File: src/rtl/if_id_queue_if.sv
// rtl/if_id_queue_if.sv - fetch/decode handshake bundle for the IF/ID queue
interface if_id_queue_if #(
  parameter int DEPTH = 4,
  parameter int XLEN  = 64
);
  logic                         flush;
  logic                         in_valid;
  logic [XLEN-1:0]              in_pc;
  logic [31:0]                  in_instr;
  logic                         in_ready;
  logic                         out_valid;
  logic                         out_ready;
  logic [XLEN-1:0]              out_pc;
  logic [31:0]                  out_instr;
  logic [$clog2(DEPTH+1)-1:0]   count;

  modport master (
    output flush, in_valid, in_pc, in_instr, out_ready,
    input  in_ready, out_valid, out_pc, out_instr, count
  );

  modport slave (
    input  flush, in_valid, in_pc, in_instr, out_ready,
    output in_ready, out_valid, out_pc, out_instr, count
  );
endinterface

File: src/rtl/if_id_queue.sv
// rtl/if_id_queue.sv - circular-buffer FIFO decoupling instruction fetch from decode
module if_id_queue #(
  parameter int DEPTH = 4,
  parameter int XLEN  = 64
) (
  input logic          clk,
  input logic          rst,
  if_id_queue_if.slave q
);
  localparam int PW = $clog2(DEPTH);
  localparam int CW = $clog2(DEPTH+1);
  localparam logic [31:0] NOP = 32'h00000013;

  logic [XLEN-1:0] pc_mem    [DEPTH];
  logic [31:0]     instr_mem [DEPTH];
  logic [PW-1:0]   rd_ptr;
  logic [PW-1:0]   wr_ptr;
  logic [CW-1:0]   count_q;
  logic            full;
  logic            empty;
  logic            push;
  logic            pop;

  // Ready depends only on occupancy, so a full queue refuses even when decode pops.
  assign full  = (count_q == CW'(DEPTH));
  assign empty = (count_q == '0);
  assign push  = q.in_valid && !full && !q.flush;
  assign pop   = !empty && q.out_ready && !q.flush;

  always_ff @(posedge clk) begin
    if (rst || q.flush) begin
      rd_ptr  <= '0;
      wr_ptr  <= '0;
      count_q <= '0;
    end else begin
      if (push) wr_ptr <= wr_ptr + PW'(1);
      if (pop)  rd_ptr <= rd_ptr + PW'(1);
      if (push && !pop)      count_q <= count_q + CW'(1);
      else if (pop && !push) count_q <= count_q - CW'(1);
    end
  end

  // Payload storage carries no reset; entries are only visible while counted.
  always_ff @(posedge clk) begin
    if (push && !rst) begin
      pc_mem[wr_ptr]    <= q.in_pc;
      instr_mem[wr_ptr] <= q.in_instr;
    end
  end

  assign q.in_ready  = !full;
  assign q.out_valid = !empty;
  assign q.count     = count_q;
  assign q.out_pc    = empty ? '0  : pc_mem[rd_ptr];
  assign q.out_instr = empty ? NOP : instr_mem[rd_ptr];
endmodule

File: src/flat_wrapper.sv
// flat-port wrapper written by rule: the top's interface ports become plain ports
module if_id_queue_flat 
#(
  parameter int DEPTH = 4,
  parameter int XLEN  = 64
)
  (clk, rst, q_flush, q_in_valid, q_in_pc, q_in_instr, q_out_ready, q_in_ready, q_out_valid, q_out_pc, q_out_instr, q_count);
  if_id_queue_if #(.DEPTH(DEPTH), .XLEN(XLEN)) q_i ();
  input logic clk;
  input logic rst;
  input wire logic [$bits(q_i.flush)-1:0] q_flush;
  input wire logic [$bits(q_i.in_valid)-1:0] q_in_valid;
  input wire logic [$bits(q_i.in_pc)-1:0] q_in_pc;
  input wire logic [$bits(q_i.in_instr)-1:0] q_in_instr;
  input wire logic [$bits(q_i.out_ready)-1:0] q_out_ready;
  output wire logic [$bits(q_i.in_ready)-1:0] q_in_ready;
  output wire logic [$bits(q_i.out_valid)-1:0] q_out_valid;
  output wire logic [$bits(q_i.out_pc)-1:0] q_out_pc;
  output wire logic [$bits(q_i.out_instr)-1:0] q_out_instr;
  output wire logic [$bits(q_i.count)-1:0] q_count;
  assign q_i.flush = q_flush;
  assign q_i.in_valid = q_in_valid;
  assign q_i.in_pc = q_in_pc;
  assign q_i.in_instr = q_in_instr;
  assign q_i.out_ready = q_out_ready;
  assign q_in_ready = q_i.in_ready;
  assign q_out_valid = q_i.out_valid;
  assign q_out_pc = q_i.out_pc;
  assign q_out_instr = q_i.out_instr;
  assign q_count = q_i.count;
  if_id_queue #(.DEPTH(DEPTH), .XLEN(XLEN)) u_core (.clk(clk), .rst(rst), .q(q_i));
endmodule
File: config.mk
export PLATFORM = sky130hd
export DESIGN_NAME = if_id_queue_flat
export DESIGN_NICKNAME = d
export VERILOG_FILES = /design/src/rtl/if_id_queue_if.sv /design/src/rtl/if_id_queue.sv /design/src/flat_wrapper.sv
export SDC_FILE = /design/constraint.sdc
export NUM_CORES = 1
export LEC_CHECK = 0
export CORE_ASPECT_RATIO = 1.4
export CORE_MARGIN = 4
export CORE_UTILIZATION = 35
export DETAILED_ROUTE_END_ITERATION = 8
export PLACE_DENSITY = 0.55
export SLEW_MARGIN = 0
export SYNTH_ARGS = -nofsm -noshare
export SYNTH_HDL_FRONTEND = slang
export SYNTH_SLANG_ARGS = --single-unit
File: constraint.sdc
create_clock -name clk -period 11.78 [get_ports clk]
set_input_delay 1.178 -clock clk [delete_from_list [all_inputs] [get_ports clk]]
set_output_delay 1.178 -clock clk [all_outputs]
set_load 0.01 [all_outputs]
Word level (Yosys, flattened, before mapping)
Memories as Yosys holds them, arrays and structs flattened. A register that Yosys moved wholly into a read port is not among the register bits.
Index checks and enable logic that the tools add are counted.
Word-level totals
  memories kept: 2
  register bits: 7
  bits in writable memories: 384
  output and inout bits: 101
Operators by class
  $add $sub $neg: 4
  equal/unequal tests: 1
  reductions and logical operators: 16
  muxes and demuxes: 10
Memories
  u_core.pc_mem: words 4, width 64, rd ports 1, clocked after Yosys merged registers in 1, write ports 1, RTL line if_id_queue.sv:14  | logic [XLEN-1:0] pc_mem [DEPTH];
  u_core.instr_mem: words 4, width 32, rd ports 1, clocked after Yosys merged registers in 1, write ports 1, RTL line if_id_queue.sv:15  | logic [31:0] instr_mem [DEPTH];
Operators by type and width (count)
  two-way mux 64 bit: 1
  two-way mux 32 bit: 1
  two-way mux 2 bit: 4
  logical AND 1 bit: 7
  zero test 1 bit: 6
  two-way mux 3 bit: 2
  adder 2 x 1 -> 2 bit, second input constant: 2
  adder 3 x 1 -> 3 bit, second input constant: 1
  equality test 3 bit, second input constant: 1
  zero test 3 bit: 1
  subtractor 3 x 1 -> 3 bit, second input constant: 1
  two-way mux 1 bit: 2
  nonzero test 2 bit: 1
  logical OR 1 bit: 1

Longest topological paths before layout
Gate-level depths: netlist of the first run.
  depth in word-level cells: 8
  gate-level depth with buffers: 9
  gate-level depth less buffers: 9

Worst setup path before layout of the first run
Ideal clock, no wire load.
  path kind: input-to-reg
  start point: input port q_flush
  end point: memory u_core.instr_mem[1][0] (enable)
  slack: 2593 ps
  data arrival time: 8499 ps
  library setup time: 688 ps
  cell stages on the path: 2
  buffers on the path: 0
  data required time: 11092 ps
  cell sequence: nand3b_2 -> nor3b_1
On the way
  cells in the longest elaborated chain, start to end: 5
RTL lines
  start, declared: RTL line flat_wrapper.sv:11  | input wire logic [$bits(q_i.flush)-1:0] q_flush;
  zero test 1 bit: RTL line if_id_queue.sv:27  | assign push = q.in_valid && !full && !q.flush;
  logical AND 1 bit: RTL line if_id_queue.sv:27
  logical AND 1 bit: RTL line if_id_queue.sv:45  | if (push && !rst) begin
  two-way mux 1 bit: RTL line if_id_queue.sv:45
  two-way mux 1 bit (not written as such): RTL line if_id_queue.sv:47  | instr_mem[wr_ptr] <= q.in_instr;
  end, declared: RTL line if_id_queue.sv:15
No other way between the ends.

==> flow_results.xml, run 1 <==
<?xml version="1.0" encoding="UTF-8"?>
<metrics>
  <group name="clock_tree">
    <metric name="cts.reportedPaths.clkPinSlew" unit="ps">60</metric>
    <metric name="clock_sink_count" unit="">393</metric>
    <metric name="tritoncts_clock_tree" unit="">yes</metric>
    <metric name="postCtsHoldBufs" unit="">0</metric>
    <metric name="clk_root_buffer_cell" unit="">clkbuf_16</metric>
    <metric name="post-cts-setup-buffers" unit="">0</metric>
    <metric name="htree_num_levels" unit="">2</metric>
    <metric name="cts_inserted_buffers" unit="">40</metric>
    <metric name="cts_buffer_depth" unit="">3</metric>
    <metric name="clk_latency" unit="ps">530</metric>
    <metric name="cts.repair.resized" unit="">0</metric>
  </group>
  <group name="synthesis">
    <metric name="ys_warn_count" unit="">0</metric>
    <metric name="synth-seq-area-share" unit="%">78.2</metric>
    <metric name="synth_top_flop_cell" unit="">edfxtp_1</metric>
    <metric name="post_synth_instance_area" unit="sq mm">0.0150</metric>
    <metric name="number_of_synthesized_flops_with_an_enable_pin" unit="">384</metric>
    <metric name="synthCells" unit="">661</metric>
    <metric name="yosys.cell_types.count" unit="">26</metric>
    <metric name="asyncSetResetFlopFracSynth" unit="%">0</metric>
    <metric name="number_of_nets_in_the_synthesized_netlist" unit="">768</metric>
    <metric name="yosys_register_bits" unit="">393</metric>
    <metric name="postSynthAreaPerCell" unit="sq um">22.7</metric>
  </group>
  <group name="sta">
    <metric name="period_minus_slack" unit="ps">4470</metric>
    <metric name="setup_tns" unit="ps">0</metric>
    <metric name="timing.final.hold_violations" unit="">0</metric>
    <metric name="slew_headroom" unit="%">37.8</metric>
    <metric name="finalSetupViolations" unit="">0</metric>
    <metric name="rsz_0062_raised_after_global_routing" unit="">false</metric>
    <metric name="finalHoldWorstSlack" unit="ps">486</metric>
    <metric name="worstMarginPinSlew" unit="ps">933</metric>
    <metric name="maxSlewViolCount" unit="">0</metric>
    <metric name="achievable-frequency" unit="GHz">0.224</metric>
    <metric name="clock-skew-final" unit="ps">8.52</metric>
    <metric name="final_min_period_over_clock_period" unit="%">38.0</metric>
  </group>
  <group name="power">
    <metric name="worst_ir_drop_vdd" unit="mV">0.113</metric>
    <metric name="clock_power_share" unit="%">40.4</metric>
    <metric name="power.leakage" unit="uW">0.00585</metric>
    <metric name="power.switching_fraction" unit="%">20.3</metric>
    <metric name="net-switching-power" unit="uW">596</metric>
    <metric name="share_comb_of_total_power" unit="%">6.6</metric>
    <metric name="power-per-cell-area" unit="mW/mm^2">156</metric>
    <metric name="power_report.internal_total" unit="uW">2340</metric>
    <metric name="pwr-share-seq" unit="%">53.0</metric>
  </group>
  <group name="finish">
    <metric name="share_of_final_layout_standard_cells_stronger_than_drive_strength_1" unit="%">19.2</metric>
    <metric name="filler_instances" unit="">3639</metric>
    <metric name="finish.net_count" unit="">991</metric>
    <metric name="layout.cells.most_common_list" unit="">edfxtp_1, clkdlybuf4s50_1, mux4_2, and2_1, clkbuf_16</metric>
    <metric name="register_area" unit="sq mm">0.0117</metric>
    <metric name="layout_commonest_cell" unit="">edfxtp_1</metric>
    <metric name="multi_input_gate_area" unit="sq mm">0.00307</metric>
    <metric name="areaGrowthSynthToFinish" unit="%">25.7</metric>
  </group>
  <group name="grt">
    <metric name="global_route.overflow_total" unit="">0</metric>
    <metric name="grt_start_max_net_pins" unit="">95</metric>
    <metric name="grt_first_pass_wirelength" unit="um">46900</metric>
    <metric name="grt_pass1_vias" unit="">7675</metric>
    <metric name="groute.usage.overall" unit="%">13.3</metric>
    <metric name="initial_antenna_violation_count" unit="">2</metric>
  </group>
  <group name="routing">
    <metric name="drt_wl_total" unit="um">30900</metric>
    <metric name="drcViolationCount" unit="">0</metric>
    <metric name="ant_nets" unit="">0</metric>
    <metric name="drt_pass1_iterations" unit="">7</metric>
    <metric name="drtIter0Drc" unit="">419</metric>
    <metric name="via_count" unit="">7032</metric>
    <metric name="drt-vias-per-instance" unit="">4.82</metric>
    <metric name="wl_per_cell" unit="um">21.2</metric>
  </group>
  <group name="floorplanning">
    <metric name="dieWidth" unit="um">183</metric>
    <metric name="floorplan.core_area" unit="sq mm">0.0422</metric>
    <metric name="fp.dieArea" unit="sq mm">0.0462</metric>
    <metric name="boundaryPins" unit="">202</metric>
    <metric name="std_cell_rows" unit="">89</metric>
    <metric name="starting_density" unit="%">35.5</metric>
    <metric name="die_height" unit="um">253</metric>
  </group>
  <group name="worst_setup_path">
    <metric name="r2r-end" unit="">u_core.instr_mem[3][4]$_DFFE_PP_</metric>
    <metric name="start_kind" unit="">register</metric>
    <metric name="critical_setup_path_class" unit="">register to primary output</metric>
    <metric name="cp_max_fo" unit="">57</metric>
    <metric name="timing.reg2reg.setup_slack" unit="ps">8980</metric>
    <metric name="critical_path_sink" unit="">q_out_instr[0]</metric>
    <metric name="cp-end-kind" unit="">primary output</metric>
    <metric name="critical_path_arrival" unit="ps">3300</metric>
    <metric name="worst_r2r_path_depth" unit="">5</metric>
    <metric name="r2r_start" unit="">u_core.q.count[0]$_SDFFE_PP0P_</metric>
    <metric name="crit_required" unit="ps">10600</metric>
  </group>
  <group name="place">
    <metric name="final_estimated_routing_congestion_in_global_placement" unit="">0.673</metric>
    <metric name="buffer_ports.inserted" unit="">201</metric>
    <metric name="hpwl_dp" unit="um">17700</metric>
  </group>
  <group name="hold_path">
    <metric name="holdCritPathClass" unit="">register to register</metric>
    <metric name="min-delay-start" unit="">u_core.rd_ptr[1]$_SDFFE_PP0P_</metric>
  </group>
  <group name="outcome">
    <metric name="run_status" unit="">complete, no violations</metric>
  </group>
  <group name="job">
    <metric name="max_cap_violations" unit="">0</metric>
  </group>
</metrics>
worst min path at each step:
stage / end / slack (ps) / depth (start not counted)
5_1_grt: register / 540 / 2
2_1_floorplan: register / 460 / 2
3_3_place_gp: register / 480 / 2
3_5_place_dp: register / 480 / 2
4_1_cts: register / 500 / 2
6_report: register / 490 / 2
cell usage after synthesis (2+ instances only):
master / instances / area, sq um
a21oi_1: 2 / 10.0
and2_1: 93 / 582
buf_2: 11 / 55.1
buf_6: 5 / 56.3
clkbuf_1: 16 / 60.1
dfxtp_1: 9 / 180
edfxtp_1: 384 / 11500
ha_1: 5 / 62.6
inv_1: 5 / 18.8
mux2i_1: 2 / 20.0
mux4_2: 96 / 2160
nand2_1: 3 / 11.3
nor2_1: 7 / 26.3
nor3b_1: 4 / 30.0
o21ai_0: 2 / 10.0
or2_1: 3 / 18.8
or2_2: 2 / 12.5
or3_1: 2 / 12.5
xor2_1: 3 / 26.3
registers in the layout (all words and copies together), names as in the netlist, named ones only:
register	flops
u_core.rd_ptr	2
u_core.pc_mem	256
u_core.instr_mem	128
u_core.wr_ptr	2
u_core.q.count	3
power by group through the flow:
stage	Clock (uW)	Combinational (uW)	Sequential, uW
global placement	0	198	1580
global route	1280	210	1550
detailed placement	0	199	1580
floorplan	0	78.4	1590
CTS	1230	200	1550
finish	1180	193	1550
layer usage:
metal	global-route usage [%]	part of all wire, %
met5	0	0.065
met4	3.62	2.1
met3	3.47	5.7
met2	24.0	54
met1	15.7	39
area by class of cell:
cell class | count | area share (%)
repair buffers | 214 | 11.2
multi-input cells | 230 | 16.3
diodes | 2 | 0.0266
well taps | 546 | 3.63
inverters | 5 | 0.0997
clock inverters | 22 | 0.877
clock buffers | 47 | 5.57
flip-flops and latches | 393 | 62.3
critical path, cell delays in order (launching register included):
cell and delay, ps:
dfxtp_4 760, buf_4 820, mux4_2 450, or2_1 220, clkdlybuf4s50_1 480
stage by stage:
| stage | setup WS, ps | cells | util (%) | cell area, sq um | power [uW] |
|---|---|---|---|---|---|
| after floorplan | 2590 | 661 | - | 15000 | 1660 |
| after global placement | 7720 | 1388 | 41.7 | 17600 | 1780 |
| after detailed placement | 7750 | 1388 | 41.7 | 17600 | 1780 |
| after CTS | 7160 | 1457 | 44.6 | 18800 | 2980 |
| after global routing | 7100 | 1457 | 44.6 | 18800 | 3050 |
| final | 7310 | 1459 | 44.6 | 18800 | 2930 |
logic make-up (layout without fill, tap and decap cells):
kind of cell	Yosys count	after routing	synth area share, %
flops	393	393	78.2
simple gates	117	117	4.83
mux	99	99	14.6
buf+inv	38	288	1.40
fa+ha+maj	6	6	0.551
compound gates	5	5	0.184
xor+xnor	3	3	0.175
other cells	0	2	0
(Power assumes the default switching activity.)
==> inputs of run 2 (changes only) <==
==> constraint.sdc (replaced) <==
create_clock -name clk -period 4.2 [get_ports clk]
set_input_delay 0.42 -clock clk [delete_from_list [all_inputs] [get_ports clk]]
set_output_delay 0.42 -clock clk [all_outputs]
set_load 0.01 [all_outputs]
==> flow_results.xml, run 2 (same netlist as run 1, synthesis figures left out) <==
<?xml version="1.0" encoding="UTF-8"?>
<metrics>
  <group name="outcome">
    <metric name="run_status" unit="">complete, no violations</metric>
  </group>
  <group name="hold_path">
    <metric name="min-delay-start" unit="">u_core.rd_ptr[1]$_SDFFE_PP0P_</metric>
    <metric name="holdCritPathClass" unit="">register to register</metric>
    <metric name="hold_depth" unit="">2</metric>
  </group>
  <group name="finish">
    <metric name="share_of_final_layout_standard_cells_stronger_than_drive_strength_1" unit="%">19.3</metric>
    <metric name="filler_instances" unit="">3597</metric>
    <metric name="fin_area" unit="sq mm">0.0191</metric>
    <metric name="multi_input_gate_area" unit="sq mm">0.00310</metric>
    <metric name="areaGrowthSynthToFinish" unit="%">27.3</metric>
    <metric name="layout.cells.most_common_list" unit="">edfxtp_1, clkdlybuf4s50_1, mux4_2, and2_1, clkbuf_16</metric>
    <metric name="post_layout_nonfiller_instances" unit="">1465</metric>
    <metric name="finish.net_count" unit="">996</metric>
    <metric name="top_register" unit="">u_core.pc_mem</metric>
    <metric name="register_area" unit="sq mm">0.0117</metric>
    <metric name="layout_commonest_cell" unit="">edfxtp_1</metric>
    <metric name="largest_reg_flops" unit="">256</metric>
    <metric name="final_core_utilization" unit="%">45.2</metric>
  </group>
  <group name="routing">
    <metric name="via_count" unit="">7040</metric>
    <metric name="drt_wl_total" unit="um">31400</metric>
    <metric name="wl_per_cell" unit="um">21.4</metric>
    <metric name="drt-vias-per-instance" unit="">4.81</metric>
    <metric name="ant_nets" unit="">0</metric>
    <metric name="drt_pass1_iterations" unit="">4</metric>
    <metric name="drcViolationCount" unit="">0</metric>
    <metric name="drtIter0Drc" unit="">287</metric>
  </group>
  <group name="power">
    <metric name="clock_power_share" unit="%">41.3</metric>
    <metric name="net-switching-power" unit="uW">1640</metric>
    <metric name="power-per-cell-area" unit="mW/mm^2">439</metric>
    <metric name="report.power.total" unit="uW">8370</metric>
    <metric name="power.switching_fraction" unit="%">19.6</metric>
    <metric name="share_comb_of_total_power" unit="%">6.6</metric>
    <metric name="pwr-share-seq" unit="%">52.1</metric>
    <metric name="power.leakage" unit="uW">0.00596</metric>
    <metric name="power_report.internal_total" unit="uW">6730</metric>
    <metric name="worst_ir_drop_vdd" unit="mV">0.333</metric>
  </group>
  <group name="place">
    <metric name="hpwl_dp" unit="um">18800</metric>
    <metric name="place_area" unit="sq mm">0.0178</metric>
    <metric name="place.detailed.instances" unit="">1394</metric>
    <metric name="buffer_ports.inserted" unit="">201</metric>
    <metric name="final_estimated_routing_congestion_in_global_placement" unit="">0.696</metric>
  </group>
  <group name="worst_setup_path">
    <metric name="number_of_buffers_and_inverters_on_the_critical_path" unit="">2</metric>
    <metric name="timing.reg2reg.setup_slack" unit="ps">1820</metric>
    <metric name="critical_setup_path_class" unit="">register to primary output</metric>
    <metric name="cp-end-kind" unit="">primary output</metric>
    <metric name="cp_top_family" unit="">flip-flops</metric>
    <metric name="critical_path_arrival" unit="ps">2910</metric>
    <metric name="cp_max_fo" unit="">33</metric>
    <metric name="r2r_start" unit="">u_core.q.count[0]$_SDFFE_PP0P_</metric>
    <metric name="critical_path.max_stage_delay" unit="ps">830</metric>
    <metric name="slowest_stage" unit="">dfxtp_4</metric>
    <metric name="worst_r2r_path_depth" unit="">9</metric>
    <metric name="start_kind" unit="">register</metric>
    <metric name="worstPathCellList" unit="">buf_4, mux4_2, and2_1, clkdlybuf4s50_1</metric>
    <metric name="crit_required" unit="ps">3780</metric>
    <metric name="r2r-end" unit="">u_core.q.count[2]$_SDFFE_PP0P_</metric>
  </group>
  <group name="sta">
    <metric name="period_minus_slack" unit="ps">3330</metric>
    <metric name="maxSlewViolCount" unit="">0</metric>
    <metric name="clock-skew-final" unit="ps">11.0</metric>
    <metric name="achievable-frequency" unit="GHz">0.300</metric>
    <metric name="slew_headroom" unit="%">45.1</metric>
    <metric name="finalSetupViolations" unit="">0</metric>
    <metric name="worstMarginPinSlew" unit="ps">824</metric>
    <metric name="timing.final.hold_violations" unit="">0</metric>
    <metric name="rsz_0062_raised_after_global_routing" unit="">false</metric>
    <metric name="setup_tns" unit="ps">0</metric>
    <metric name="final_min_period_over_clock_period" unit="%">79.3</metric>
  </group>
  <group name="floorplanning">
    <metric name="dieWidth" unit="um">183</metric>
    <metric name="starting_density" unit="%">35.5</metric>
    <metric name="die_height" unit="um">253</metric>
    <metric name="std_cell_rows" unit="">89</metric>
    <metric name="floorplan.core_area" unit="sq mm">0.0422</metric>
    <metric name="fp.dieArea" unit="sq mm">0.0462</metric>
    <metric name="boundaryPins" unit="">202</metric>
  </group>
  <group name="clock_tree">
    <metric name="cts_buffer_depth" unit="">3</metric>
    <metric name="post-cts-setup-buffers" unit="">0</metric>
    <metric name="cts_inserted_buffers" unit="">39</metric>
    <metric name="clk_latency" unit="ps">520</metric>
    <metric name="clock_sink_count" unit="">393</metric>
    <metric name="cts.repair.resized" unit="">0</metric>
    <metric name="cts.reportedPaths.clkPinSlew" unit="ps">60</metric>
    <metric name="postCtsHoldBufs" unit="">0</metric>
    <metric name="clk_root_buffer_cell" unit="">clkbuf_16</metric>
    <metric name="htree_num_levels" unit="">2</metric>
    <metric name="tritoncts_clock_tree" unit="">yes</metric>
  </group>
  <group name="grt">
    <metric name="grt_pass1_vias" unit="">7761</metric>
    <metric name="initial_antenna_violation_count" unit="">3</metric>
    <metric name="groute.usage.overall" unit="%">13.6</metric>
    <metric name="global_route.overflow_total" unit="">0</metric>
    <metric name="grt_start_max_net_pins" unit="">78</metric>
    <metric name="grt_first_pass_wirelength" unit="um">47400</metric>
  </group>
  <group name="job">
    <metric name="max_cap_violations" unit="">0</metric>
  </group>
</metrics>
-- run 2: worst min-delay path: stages (launching register included) --
cell     delay (ps)
dfxtp_1         300
o21ai_0          60
a21oi_1          70
-- run 2: cell type report --
type / count / share of cell area [%]
clock inverters: 24 / 1.25
flip-flops and latches: 393 / 61.5
multi-input cells: 230 / 16.2
repair buffers: 220 / 11.9
clock buffers: 45 / 5.46
diodes: 2 / 0.0262
inverters: 5 / 0.0984
well taps: 546 / 3.58
-- run 2: worst max path at each step --
stage | cells past startpoint | start | end | slack, ps
after global routing | 4 | register | q_out_pc[47] | 640
after CTS | 4 | register | q_out_pc[54] | 740
final | 4 | register | q_out_pc[54] | 870
after global placement | 4 | register | q_out_pc[54] | 1300
after floorplan | 3 | u_core.q.count[0]$_SDFFE_PP0P_ | u_core.instr_mem[1][0]$_DFFE_PP_ | -1040
after detailed placement | 4 | register | q_out_pc[54] | 1320
-- run 2: power by group through the flow --
stage               clock network (uW)  registers (uW)  logic (uW)
finish                            3460            4360         550
floorplan                            0            4440         221
detailed placement                   0            4450         565
global placement                     0            4440         563
CTS                               3580            4360         568
global route                      3750            4360         596
-- run 2: per-layer routing --
layer	up-vias	part of all wire [%]	GRT usage, %
met5	-	0.041	0
met1	3672	38	15.9
met4	2	2.7	4.39
met3	51	4.7	2.91
li1	3152	-	-
met2	163	54	24.7
-- run 2: stage by stage --
step,worst slack [ps],hold slack (ps)
6_report,869,479
5_1_grt,640,507
4_1_cts,744,480
3_5_place_dp,1320,471
3_3_place_gp,1300,459
2_1_floorplan,-1040,459
==> inputs of run 3 (changes only) <==
==> constraint.sdc (replaced) <==
create_clock -name clk -period 3.45 [get_ports clk]
set_input_delay 0.345 -clock clk [delete_from_list [all_inputs] [get_ports clk]]
set_output_delay 0.345 -clock clk [all_outputs]
set_load 0.01 [all_outputs]
==> flow_results.xml, run 3 (same netlist as run 1, synthesis figures left out) <==
<?xml version="1.0" encoding="UTF-8"?>
<metrics>
  <group name="clock_tree">
    <metric name="tritoncts_clock_tree" unit="">yes</metric>
    <metric name="cts_buffer_depth" unit="">3</metric>
    <metric name="cts.repair.resized" unit="">0</metric>
    <metric name="post-cts-setup-buffers" unit="">0</metric>
    <metric name="cts_inserted_buffers" unit="">39</metric>
    <metric name="clk_root_buffer_cell" unit="">clkbuf_16</metric>
    <metric name="clock_sink_count" unit="">393</metric>
    <metric name="clk_latency" unit="ps">520</metric>
    <metric name="htree_num_levels" unit="">2</metric>
    <metric name="postCtsHoldBufs" unit="">0</metric>
    <metric name="cts.reportedPaths.clkPinSlew" unit="ps">60</metric>
  </group>
  <group name="worst_setup_path">
    <metric name="start_kind" unit="">register</metric>
    <metric name="critical_setup_path_class" unit="">register to primary output</metric>
    <metric name="cp_max_fo" unit="">44</metric>
    <metric name="critical_path.max_stage_delay" unit="ps">560</metric>
    <metric name="critical_path_arrival" unit="ps">2680</metric>
    <metric name="slowest_stage" unit="">mux4_2</metric>
    <metric name="timing.reg2reg.setup_slack" unit="ps">1260</metric>
    <metric name="critical_path_sink" unit="">q_out_instr[0]</metric>
    <metric name="cp-end-kind" unit="">primary output</metric>
    <metric name="worst_r2r_path_depth" unit="">8</metric>
    <metric name="crit_required" unit="ps">3110</metric>
    <metric name="r2r-end" unit="">u_core.q.count[2]$_SDFFE_PP0P_</metric>
    <metric name="worstPathCellList" unit="">buf_12, mux4_2, or2_1, clkdlybuf4s50_1</metric>
    <metric name="r2r_start" unit="">u_core.q.count[0]$_SDFFE_PP0P_</metric>
  </group>
  <group name="power">
    <metric name="pwr-share-seq" unit="%">52.8</metric>
    <metric name="report.power.total" unit="uW">10000</metric>
    <metric name="share_comb_of_total_power" unit="%">6.8</metric>
    <metric name="clock_power_share" unit="%">40.4</metric>
    <metric name="power-per-cell-area" unit="mW/mm^2">528</metric>
    <metric name="power_report.internal_total" unit="uW">8040</metric>
    <metric name="power.leakage" unit="uW">0.00593</metric>
    <metric name="power.switching_fraction" unit="%">20.0</metric>
    <metric name="worst_ir_drop_vdd" unit="mV">0.309</metric>
    <metric name="net-switching-power" unit="uW">2010</metric>
  </group>
  <group name="sta">
    <metric name="period_minus_slack" unit="ps">3030</metric>
    <metric name="worstMarginPinSlew" unit="ps">636</metric>
    <metric name="maxSlewViolCount" unit="">0</metric>
    <metric name="timing.final.hold_violations" unit="">0</metric>
    <metric name="setup_tns" unit="ps">0</metric>
    <metric name="slew_headroom" unit="%">57.6</metric>
    <metric name="finalSetupViolations" unit="">0</metric>
    <metric name="achievable-frequency" unit="GHz">0.330</metric>
    <metric name="clock-skew-final" unit="ps">8.37</metric>
    <metric name="rsz_0062_raised_after_global_routing" unit="">false</metric>
    <metric name="final_min_period_over_clock_period" unit="%">87.7</metric>
  </group>
  <group name="grt">
    <metric name="initial_antenna_violation_count" unit="">3</metric>
    <metric name="grt_first_pass_wirelength" unit="um">46800</metric>
    <metric name="grt_start_max_net_pins" unit="">97</metric>
    <metric name="grt_pass1_vias" unit="">7687</metric>
    <metric name="global_route.overflow_total" unit="">0</metric>
    <metric name="groute.usage.overall" unit="%">13.3</metric>
  </group>
  <group name="floorplanning">
    <metric name="fp.dieArea" unit="sq mm">0.0462</metric>
    <metric name="die_height" unit="um">253</metric>
    <metric name="starting_density" unit="%">35.5</metric>
    <metric name="std_cell_rows" unit="">89</metric>
    <metric name="floorplan.core_area" unit="sq mm">0.0422</metric>
    <metric name="dieWidth" unit="um">183</metric>
    <metric name="boundaryPins" unit="">202</metric>
  </group>
  <group name="finish">
    <metric name="layout_commonest_cell" unit="">edfxtp_1</metric>
    <metric name="final_core_utilization" unit="%">45.1</metric>
    <metric name="layout.cells.most_common_list" unit="">edfxtp_1, clkdlybuf4s50_1, mux4_2, and2_1, clkbuf_16</metric>
    <metric name="areaGrowthSynthToFinish" unit="%">27.0</metric>
    <metric name="finish.net_count" unit="">991</metric>
    <metric name="filler_instances" unit="">3619</metric>
    <metric name="top_register" unit="">u_core.pc_mem</metric>
    <metric name="share_of_final_layout_standard_cells_stronger_than_drive_strength_1" unit="%">19.8</metric>
    <metric name="fin_area" unit="sq mm">0.0190</metric>
    <metric name="largest_reg_flops" unit="">256</metric>
  </group>
  <group name="hold_path">
    <metric name="holdCritPathClass" unit="">input port to register</metric>
  </group>
  <group name="routing">
    <metric name="via_count" unit="">6967</metric>
    <metric name="drt_pass1_iterations" unit="">6</metric>
    <metric name="ant_nets" unit="">0</metric>
    <metric name="wl_per_cell" unit="um">21.1</metric>
    <metric name="drtIter0Drc" unit="">360</metric>
    <metric name="drcViolationCount" unit="">0</metric>
    <metric name="drt_wl_total" unit="um">30900</metric>
    <metric name="drt-vias-per-instance" unit="">4.77</metric>
  </group>
  <group name="outcome">
    <metric name="run_status" unit="">complete, no violations</metric>
  </group>
  <group name="place">
    <metric name="place_area" unit="sq mm">0.0178</metric>
    <metric name="hpwl_dp" unit="um">17700</metric>
    <metric name="final_estimated_routing_congestion_in_global_placement" unit="">0.689</metric>
    <metric name="buffer_ports.inserted" unit="">201</metric>
  </group>
  <group name="job">
    <metric name="max_cap_violations" unit="">0</metric>
  </group>
</metrics>
[run 3: layout make-up]
| type | count | area [sq um] | share of cell area [%] |
|---|---|---|---|
| diodes | 1 | 2.50 | 0.0132 |
| flip-flops and latches | 393 | 11700 | 61.6 |
| repair buffers | 215 | 2250 | 11.9 |
| clock inverters | 18 | 138 | 0.724 |
| clock buffers | 53 | 1090 | 5.74 |
| multi-input cells | 230 | 3110 | 16.3 |
| well taps | 546 | 683 | 3.59 |
| inverters | 5 | 18.8 | 0.0987 |
[run 3: metal layers]
layer / wire, um / track usage (%)
met1: 12200 / 16.5
met2: 16600 / 23.5
met3: 1410 / 2.69
met4: 658 / 3.85
met5: 21 / 0
[run 3: critical path, delay by kind of cell, from the launching register on]
| family | cells | cell delay [ps] |
|---|---|---|
| muxes | 1 | 560 |
| DFF | 1 | 500 |
| buffers and inverters | 2 | 850 |
| and+or+nand+nor | 1 | 240 |
[run 3: worst min path at each step]
stage	startpoint	to	slack [ps]	cells after the start
floorplan	q_in_instr[0]	u_core.instr_mem[0][0]$_DFFE_PP_	440	0
global placement	u_core.rd_ptr[1]$_SDFFE_PP0P_	register	470	2
detailed placement	u_core.rd_ptr[1]$_SDFFE_PP0P_	register	480	2
CTS	q_in_pc[11]	u_core.pc_mem[0][11]$_DFFE_PP_	420	1
global route	q_in_instr[9]	u_core.instr_mem[3][9]$_DFFE_PP_	440	1
finish	q_in_pc[7]	u_core.pc_mem[1][7]$_DFFE_PP_	460	1
[run 3: power groups by stage]
stage / combinational (uW) / clock, uW / sequential [uW]
2_1_floorplan: 272 / 0 / 5410
3_3_place_gp: 696 / 0 / 5400
6_report: 681 / 4060 / 5300
3_5_place_dp: 700 / 0 / 5410
5_1_grt: 739 / 4390 / 5300
4_1_cts: 704 / 4190 / 5300
[run 3: stage by stage]
stage,std cells,worst slack (ps),hold slack [ps]
6_report,1461,423,456
5_1_grt,1460,240,440
4_1_cts,1460,312,421
3_5_place_dp,1389,892,484
3_3_place_gp,1389,885,471
2_1_floorplan,661,-235,444
